[config.mk]
export PLATFORM = sky130hd
export DESIGN_NAME = rf_wport_arb
export DESIGN_NICKNAME = d
export VERILOG_FILES = /design/src/rtl/rf_wport_arb.sv
export SDC_FILE = /design/constraint.sdc
export NUM_CORES = 1
export LEC_CHECK = 0
export BUFFER_PORTS_ARGS = -buffer_cell sky130_fd_sc_hd__buf_2
export CAP_MARGIN = 20
export CORE_UTILIZATION = 54
export DETAILED_ROUTE_END_ITERATION = 8
export GPL_TIMING_DRIVEN = 1
export PLACE_DENSITY = 0.86
export SETUP_SLACK_MARGIN = 0.05
export SYNTH_ARGS = -nofsm -noshare
export SYNTH_HDL_FRONTEND = slang
export SYNTH_SLANG_ARGS = --single-unit
export TNS_END_PERCENT = 100
[constraint.sdc]
create_clock -name clk -period 3.4 [get_ports clk]
set_input_delay 0.51 -clock clk [delete_from_list [all_inputs] [get_ports clk]]
set_output_delay 0.51 -clock clk [all_outputs]
set_load 0.05 [all_outputs]
[src/rtl/rf_wport_arb.sv]
// rf_wport_arb
//
// Merges two write sources onto the single write port of the RV32I register file
// and tracks which registers are still waiting on a long-latency result.
//
// Write sources:
//   - In-order pipeline writeback. It normally has priority and is never backpressured.
//   - Long-latency results (divider, load-miss unit). They use a valid/ready
//     handshake and are buffered in a small FIFO.
// A starvation counter forces the FIFO head onto the port for one cycle by raising
// wb_stall. The pipeline is then held off.
//
// Ports:
//   clk, reset            clock (rising edge) and async active-high reset
//   p_we, p_rd, p_wd      pipeline writeback request
//   l_valid, l_ready      long-latency result handshake
//   l_rd, l_wd            long-latency result destination/data
//   iss_set, iss_rd       long-latency op dispatched, marks iss_rd busy
//   q1_idx/q1_busy,
//   q2_idx/q2_busy        scoreboard queries (combinational)
//   wb_stall              registered: pipeline must not write back this cycle
//   we3, a3, wd3          register file write port (combinational)
module rf_wport_arb #(
  parameter int XLEN       = 32,
  parameter int IDX_W      = 5,
  parameter int NREG       = 32,
  parameter int QDEPTH     = 2,
  parameter int STARVE_MAX = 4
) (
  input  logic             clk,
  input  logic             reset,
  input  logic             p_we,
  input  logic [IDX_W-1:0] p_rd,
  input  logic [XLEN-1:0]  p_wd,
  input  logic             l_valid,
  output logic             l_ready,
  input  logic [IDX_W-1:0] l_rd,
  input  logic [XLEN-1:0]  l_wd,
  input  logic             iss_set,
  input  logic [IDX_W-1:0] iss_rd,
  input  logic [IDX_W-1:0] q1_idx,
  input  logic [IDX_W-1:0] q2_idx,
  output logic             q1_busy,
  output logic             q2_busy,
  output logic             wb_stall,
  output logic             we3,
  output logic [IDX_W-1:0] a3,
  output logic [XLEN-1:0]  wd3
);

  localparam int PTR_W = (QDEPTH > 1) ? $clog2(QDEPTH) : 1;
  localparam int CNT_W = $clog2(QDEPTH + 1);
  localparam int STV_W = (STARVE_MAX > 1) ? $clog2(STARVE_MAX) : 1;
  localparam logic [CNT_W-1:0] FULL_CNT = CNT_W'(QDEPTH);
  localparam logic [STV_W-1:0] STV_LAST = STV_W'(STARVE_MAX - 1);

  logic [IDX_W-1:0] rd_mem [QDEPTH];
  logic [XLEN-1:0]  wd_mem [QDEPTH];
  logic [PTR_W-1:0] wr_ptr, rd_ptr;
  logic [CNT_W-1:0] count;
  logic [STV_W-1:0] starve_cnt;
  logic [NREG-1:0]  busy, busy_next;

  logic empty, full, p_write, sel_fifo, sel_pipe, push, pop, blocked;
  logic [IDX_W-1:0] head_rd;
  logic [XLEN-1:0]  head_wd;

  assign empty   = (count == '0);
  assign full    = (count == FULL_CNT);
  assign head_rd = rd_mem[rd_ptr];
  assign head_wd = wd_mem[rd_ptr];

  // A write to x0 is not a write, so it leaves the port free for the FIFO.
  assign p_write = p_we && (p_rd != '0);

  // A stall cycle hands the port to the FIFO head.
  // Otherwise the pipeline wins and the FIFO only fills idle slots.
  assign sel_fifo = !empty && (wb_stall || !p_write);
  assign sel_pipe = p_write && !(wb_stall && !empty);
  assign pop      = sel_fifo;
  assign blocked  = !empty && !pop;

  // ready deliberately ignores a same-cycle pop to keep the handshake path short.
  // x0 results complete the handshake but carry nothing worth storing.
  assign l_ready = !full;
  assign push    = l_valid && l_ready && (l_rd != '0);

  // Write port mux. Reset is gated in so the port stays quiet while reset is
  // held, even if the pipeline is still presenting a write.
  always_comb begin
    we3 = 1'b0;
    a3  = '0;
    wd3 = '0;
    if (!reset) begin
      if (sel_fifo) begin
        we3 = 1'b1;
        a3  = head_rd;
        wd3 = head_wd;
      end else if (sel_pipe) begin
        we3 = 1'b1;
        a3  = p_rd;
        wd3 = p_wd;
      end
    end
  end

  // FIFO payload storage. It is never read while empty, so it needs no reset.
  always_ff @(posedge clk) begin
    if (push) begin
      rd_mem[wr_ptr] <= l_rd;
      wd_mem[wr_ptr] <= l_wd;
    end
  end

  // FIFO pointers and occupancy. QDEPTH is a power of two, so the pointers wrap naturally.
  always_ff @(posedge clk or posedge reset) begin
    if (reset) begin
      wr_ptr <= '0;
      rd_ptr <= '0;
      count  <= '0;
    end else begin
      if (push) wr_ptr <= wr_ptr + 1'b1;
      if (pop)  rd_ptr <= rd_ptr + 1'b1;
      if (push && !pop)      count <= count + 1'b1;
      else if (pop && !push) count <= count - 1'b1;
    end
  end

  // Starvation: after STARVE_MAX consecutive blocked cycles, stall the pipeline
  // for one cycle. The forced pop in that cycle clears the counter again.
  always_ff @(posedge clk or posedge reset) begin
    if (reset) begin
      starve_cnt <= '0;
      wb_stall   <= 1'b0;
    end else begin
      wb_stall <= blocked && (starve_cnt == STV_LAST);
      if (!blocked || (starve_cnt == STV_LAST)) starve_cnt <= '0;
      else                                      starve_cnt <= starve_cnt + 1'b1;
    end
  end

  // Scoreboard update. The clear is applied first so that a same-edge issue to
  // the same register keeps it busy. x0 is never busy.
  always_comb begin
    busy_next = busy;
    if (pop)                        busy_next[head_rd] = 1'b0;
    if (iss_set && iss_rd != '0)    busy_next[iss_rd]  = 1'b1;
    busy_next[0] = 1'b0;
  end

  always_ff @(posedge clk or posedge reset) begin
    if (reset) busy <= '0;
    else       busy <= busy_next;
  end

  assign q1_busy = busy[q1_idx];
  assign q2_busy = busy[q2_idx];

endmodule

==> impl_metrics.tcl, run 1 <==
set metrics [dict create \
    outcome "finished, final reports clean" \
    grt_max_degree 43 \
    syn2layout_area_growth_pct 17.1 \
    ioPinCount 136 \
    ir_worst_vdd_mv 0.447 \
    vias_per_cell 6.23 \
    drv_cap 0 \
    grt_pass1_wl_um 22000 \
    cts_root_buf "clkbuf_8" \
    hp-class "in2reg" \
    synth-edff-count 74 \
    drcViolationCount 0 \
    antenna_cells 0 \
    first_iter_violations 379 \
    final_common_cell "buf_2" \
    clockBufferDepth 2 \
    wire_per_inst_um 19.4 \
    synthesis.area_um2 5720 \
    max_slew_margin 0.405 \
    yosys_warnings 0 \
    antenna_found_initial 0 \
    period_share 0.881 \
    rsz0062_at_grt "no" \
    h-tree-depth 3 \
    required_ns 2.89 \
    slowest_delay_ns 0.46 \
    finalClockSkew_ns 0.0127 \
    hold_viol 0 \
    worst-setup-path-type "reg2out" \
    grt_usage 0.260 \
    dieArea_um2 11000 \
    period_minus_slack_ns 2.99 \
    die-height_um 105 \
    leakage_nw 2.64 \
    tns_ns 0 \
    dr.pass1.iters 5 \
    crit_path_max_fanout 35 \
    grt-ovfl-total 0 \
    die_w_um 105 \
    ys_seq_elements 112 \
    ant_nets 0 \
    worstSetupEndpointType "primary output" \
    cts_tree "built" \
    syn_area_per_cell_um2 12.4 \
    vias 4527 \
    clk_pin_slew_worst_paths_ns 0.12 \
    cp_slowest_cell "dfrtp_1" \
    place_hpwl_um 10200 \
    mostFrequentLayoutCells "buf_2, edfxtp_1, nor2_1" \
    io_buffer_count 135 \
    async_reset_ff_frac 0.339 \
    ys_seq_area_frac 0.554 \
    drv_slew 0 \
    drt_wl_total_um 14100 \
    core_area_um2 10300 \
    layout-drive-gt1-share 0.364 \
    synth.net_count 559 \
    postCtsHoldBufs 0 \
    yosys.cell_types.count 51 \
    routabilityCongestion 0.901 \
    insertion_delay_ns 0.39 \
    placed_area_um2 6480 \
    start_util 0.557 \
    cts_buffers 9 \
    synthCells 463 \
    rows 37 \
    fin_nets 682 \
    tightest_slew_ns 0.893 \
    finalSetupViolations 0 \
    cts_sinks 112 \
    synth-main-ff-cell "edfxtp_1" \
    path_cells "or2_1, a221oi_4, buf_4, a32oi_1, nor2_1, buf_2" \
    max_freq_mhz 334 \
    crit_arrival_ns 2.48 \
    ctsResizeCount 0 \
    post-cts-setup-buffer-count 0 \
    start_kind "flip-flop" \
    grt_pass1_vias 4385 \
    final_area_um2 6700 \
    pwr_density_cell_nw_per_um2 764 \
]
==> cells in the mapped netlist (4+ instances only) <==
cell | n | area (um^2)
o41ai_1 | 8 | 70.1
edfxtp_1 | 74 | 2220
dfrtp_1 | 38 | 951
nor3b_1 | 5 | 37.5
a21oi_1 | 7 | 35.0
nor2b_1 | 7 | 43.8
a32oi_1 | 36 | 315
o31ai_1 | 22 | 165
buf_2 | 13 | 65.1
nand3_1 | 17 | 85.1
o21ai_0 | 31 | 155
mux2_2 | 39 | 439
a22oi_1 | 4 | 30.0
nor2_1 | 49 | 184
inv_1 | 6 | 22.5
nand2b_1 | 6 | 37.5
mux2i_1 | 20 | 200
nand2_1 | 6 | 22.5
nand3b_1 | 5 | 37.5
mux4_2 | 6 | 135
clkbuf_1 | 14 | 52.6
buf_6 | 4 | 45.0
==> cell families after synthesis <==
group / synth area share
AOI/OAI and AO/OA: 0.157
xor gates and xnor gates: 0.00765
adders and majority gates: 0.00437
buffers and inverters: 0.0343
DFF: 0.554
muxes: 0.135
and+or+nand+nor: 0.106
==> layer usage <==
layer	track usage	up-vias	share of wire	wire length, um
met4	0.117	0	0.027	381
met3	0.0399	31	0.071	1000
met2	0.440	222	0.51	7170
met5	0	-	0	0
met1	0.331	2197	0.39	5540
li1	-	2077	-	-
==> where the power goes <==
group / switching (W) / total (W) / internal, W
Sequential: 0.000305 / 0.00222 / 0.00191
Combinational: 0.00130 / 0.00210 / 0.000800
Clock: 0.000507 / 0.000805 / 0.000298
==> final timing paths <==
kind | startpoint | end | slack, ns | cells past startpoint
worst max-delay path | count[0] | wd3[26] | 0.41 | 6
min in group asynchronous | reset | starve_cnt[0] | 0.32 | 2
worst min register to register | starve_cnt[0] | starve_cnt[0] | 0.45 | 1
worst max register to register | rd_ptr | busy[15] | 1.22 | 5
worst min-delay path | l_wd[20] | wd_mem[1][20] | 0.30 | 1
max in group asynchronous | reset | rd_ptr | 2.37 | 3
==> final cells by class <==
| cell class | instances | area, um^2 |
|---|---|---|
| fillers | 780 | 3580 |
| flip-flops and latches | 112 | 3170 |
| multi-input cells | 312 | 2370 |
| repair buffers | 145 | 763 |
| well taps | 136 | 170 |
| clock buffers | 9 | 124 |
| clock inverters | 7 | 80.1 |
| inverters | 6 | 22.5 |
==> flip-flops by register name (all words and copies together) (netlist names) <==
| signal | flops |
|---|---|
| wb_stall | 1 |
| wr_ptr | 1 |
| busy | 31 |
| count | 2 |
| rd_ptr | 1 |
| rd_mem | 10 |
| starve_cnt | 2 |
| wd_mem | 64 |
==> worst max-delay path: cells and delay by family (launching register included) <==
family,cells,cell delay [ns]
and+or+nand+nor,2,0.47
AOI/OAI and AO/OA,2,0.48
buffers and inverters,2,0.67
DFF,1,0.46
==> through the flow <==
stage	hold slack (ns)	total power [W]	setup slack, ns	instances	utilization
global route	0.292	0.00537	0.301	727	0.652
detailed placement	0.431	0.00430	0.817	710	0.630
finish	0.296	0.00512	0.405	727	0.652
floorplan	0.409	0.00373	0.256	463	-
CTS	0.292	0.00508	0.407	726	0.650
global placement	0.421	0.00418	0.891	710	0.630
(Power assumes the default switching activity.)
==> inputs of run 2 (changes only) <==
--- a/config.mk
+++ b/config.mk
@@ -11,6 +11,7 @@
 export DETAILED_ROUTE_END_ITERATION = 8
 export GPL_TIMING_DRIVEN = 1
 export PLACE_DENSITY = 0.86
+export REMOVE_ABC_BUFFERS = 1
 export SETUP_SLACK_MARGIN = 0.05
 export SYNTH_ARGS = -nofsm -noshare
 export SYNTH_HDL_FRONTEND = slang
==> run 2 against run 1 <==
Effect of this change: sequential power is essentially flat; global-route usage increased by 0.17 points; critical path type unchanged; sequential share of layout area grew 0.16 points; clock skew is 0.0073 ns higher; die area is the same; power is 0.29% lower; sequential cell count is the same; setup slack better by 0.10 ns.
==> impl_metrics.tcl, run 2 (synthesis gave the netlist of run 1 again) <==
set metrics [dict create \
    outcome "finished, final reports clean" \
    dr.pass1.iters 5 \
    insertion_delay_ns 0.38 \
    grt_max_degree 43 \
    antenna_cells 0 \
    final_cell_count_no_fill 726 \
    drcViolationCount 0 \
    cts_tree "built" \
    ioPinCount 136 \
    antenna_found_initial 1 \
    crit_path_max_fanout 36 \
    post-cts-setup-buffer-count 0 \
    grt_pass1_vias 4489 \
    leakage_nw 2.64 \
    drt_wl_total_um 14300 \
    finalHoldWorstSlack_ns 0.316 \
    die-height_um 105 \
    hold_viol 0 \
    ctsResizeCount 0 \
    cts_root_buf "clkbuf_8" \
    ir_worst_vdd_mv 0.430 \
    rsz0062_at_grt "no" \
    worstSetupEndpointType "primary output" \
    period_minus_slack_ns 2.89 \
    timing.rr.start "rd_ptr" \
    reg_top3 "wd_mem x64, busy x31, rd_mem x10" \
    mostFrequentLayoutCells "buf_2, edfxtp_1, nor2_1" \
    rows 37 \
    drv_cap 0 \
    nFillCells 783 \
    final_common_cell "buf_2" \
    start_util 0.557 \
    clk_pin_slew_worst_paths_ns 0.12 \
    tightest_slew_ns 0.923 \
    postCtsHoldBufs 0 \
    pwr_density_cell_nw_per_um2 764 \
    io_buffer_count 135 \
    finalSetupViolations 0 \
    required_ns 2.89 \
    crit_arrival_ns 2.38 \
    clockBufferDepth 2 \
    period_share 0.851 \
    startpoint "count[0]" \
    start_kind "flip-flop" \
    first_iter_violations 494 \
    cts_sinks 112 \
    fin_nets 681 \
    fin_util 0.650 \
    wire_per_inst_um 19.7 \
    vias_per_cell 6.33 \
    max_freq_mhz 346 \
    layout-drive-gt1-share 0.359 \
    max_slew_margin 0.382 \
    h-tree-depth 3 \
    vias 4596 \
    grt_pass1_wl_um 22400 \
    die_w_um 105 \
    cts_buffers 9 \
    routabilityCongestion 0.919 \
    worstHoldStart "l_wd[10]" \
    dieArea_um2 11000 \
    syn2layout_area_growth_pct 16.7 \
    drv_slew 0 \
    hp-class "in2reg" \
    grt_usage 0.262 \
    finalClockSkew_ns 0.0200 \
    ant_nets 0 \
    dp.cells 710 \
    grt-ovfl-total 0 \
    regMostFlops "wd_mem" \
    place_hpwl_um 10300 \
    worst-setup-path-type "reg2out" \
    largest_register_ffs 64 \
    tns_ns 0 \
    core_area_um2 10300 \
]
-- run 2: cell types whose count changed in the layout (fill, tap and decap cells not counted), sizes merged --
cell / before / now
clkinvlp: 1 / 0
buf: 145 / 144
clkinv: 1 / 2
-- run 2: through the flow --
step                      setup slack [ns]  power [W]  instance area (um^2)
final                                0.506    0.00510                  6680
after global routing                 0.385    0.00535                  6680
after CTS                            0.526    0.00508                  6680
after detailed placement             0.779    0.00431                  6480
after global placement               0.823    0.00422                  6480
after floorplan                     -0.160    0.00364                  5550
-- run 2: routing by layer --
metal | GRT usage | routed length [um]
met1 | 0.332 | 5480
met3 | 0.0586 | 1320
met4 | 0.101 | 377
met5 | 0 | 10
met2 | 0.439 | 7140
-- run 2: worst paths after layout --
path                                 end  slack, ns  depth (start not counted)
min in group asynchronous       count[0]       0.61                          2
max reg2reg                     busy[15]       1.10                          5
min reg2reg                starve_cnt[0]       0.44                          1
max in group asynchronous  starve_cnt[1]       2.05                          3
max                                a3[3]       0.51                          6
min                        wd_mem[0][10]       0.32                          1
-- run 2: critical path, stage by stage (launching register included) --
cell	delay, ns
dfrtp_1	0.45
or2_1	0.33
a221oi_4	0.30
buf_4	0.38
a32oi_1	0.09
nor2_1	0.17
buf_2	0.30
-- run 2: power breakdown --
part           internal (W)  switching (W)  total (W)
combinational      0.000800        0.00128    0.00208
sequential          0.00191       0.000335    0.00225
clock              0.000293       0.000489   0.000782
total               0.00300        0.00210    0.00510
-- run 2: cell type report --
class / count / area [um^2] / area share
Sequential cell: 112 / 3170 / 0.475
Clock inverter: 7 / 71.3 / 0.0107
Clock buffer: 9 / 124 / 0.0185
Tap cell: 136 / 170 / 0.0255
Multi-Input combinational cell: 312 / 2360 / 0.354
Timing Repair Buffer: 144 / 756 / 0.113
Inverter: 6 / 22.5 / 0.00337
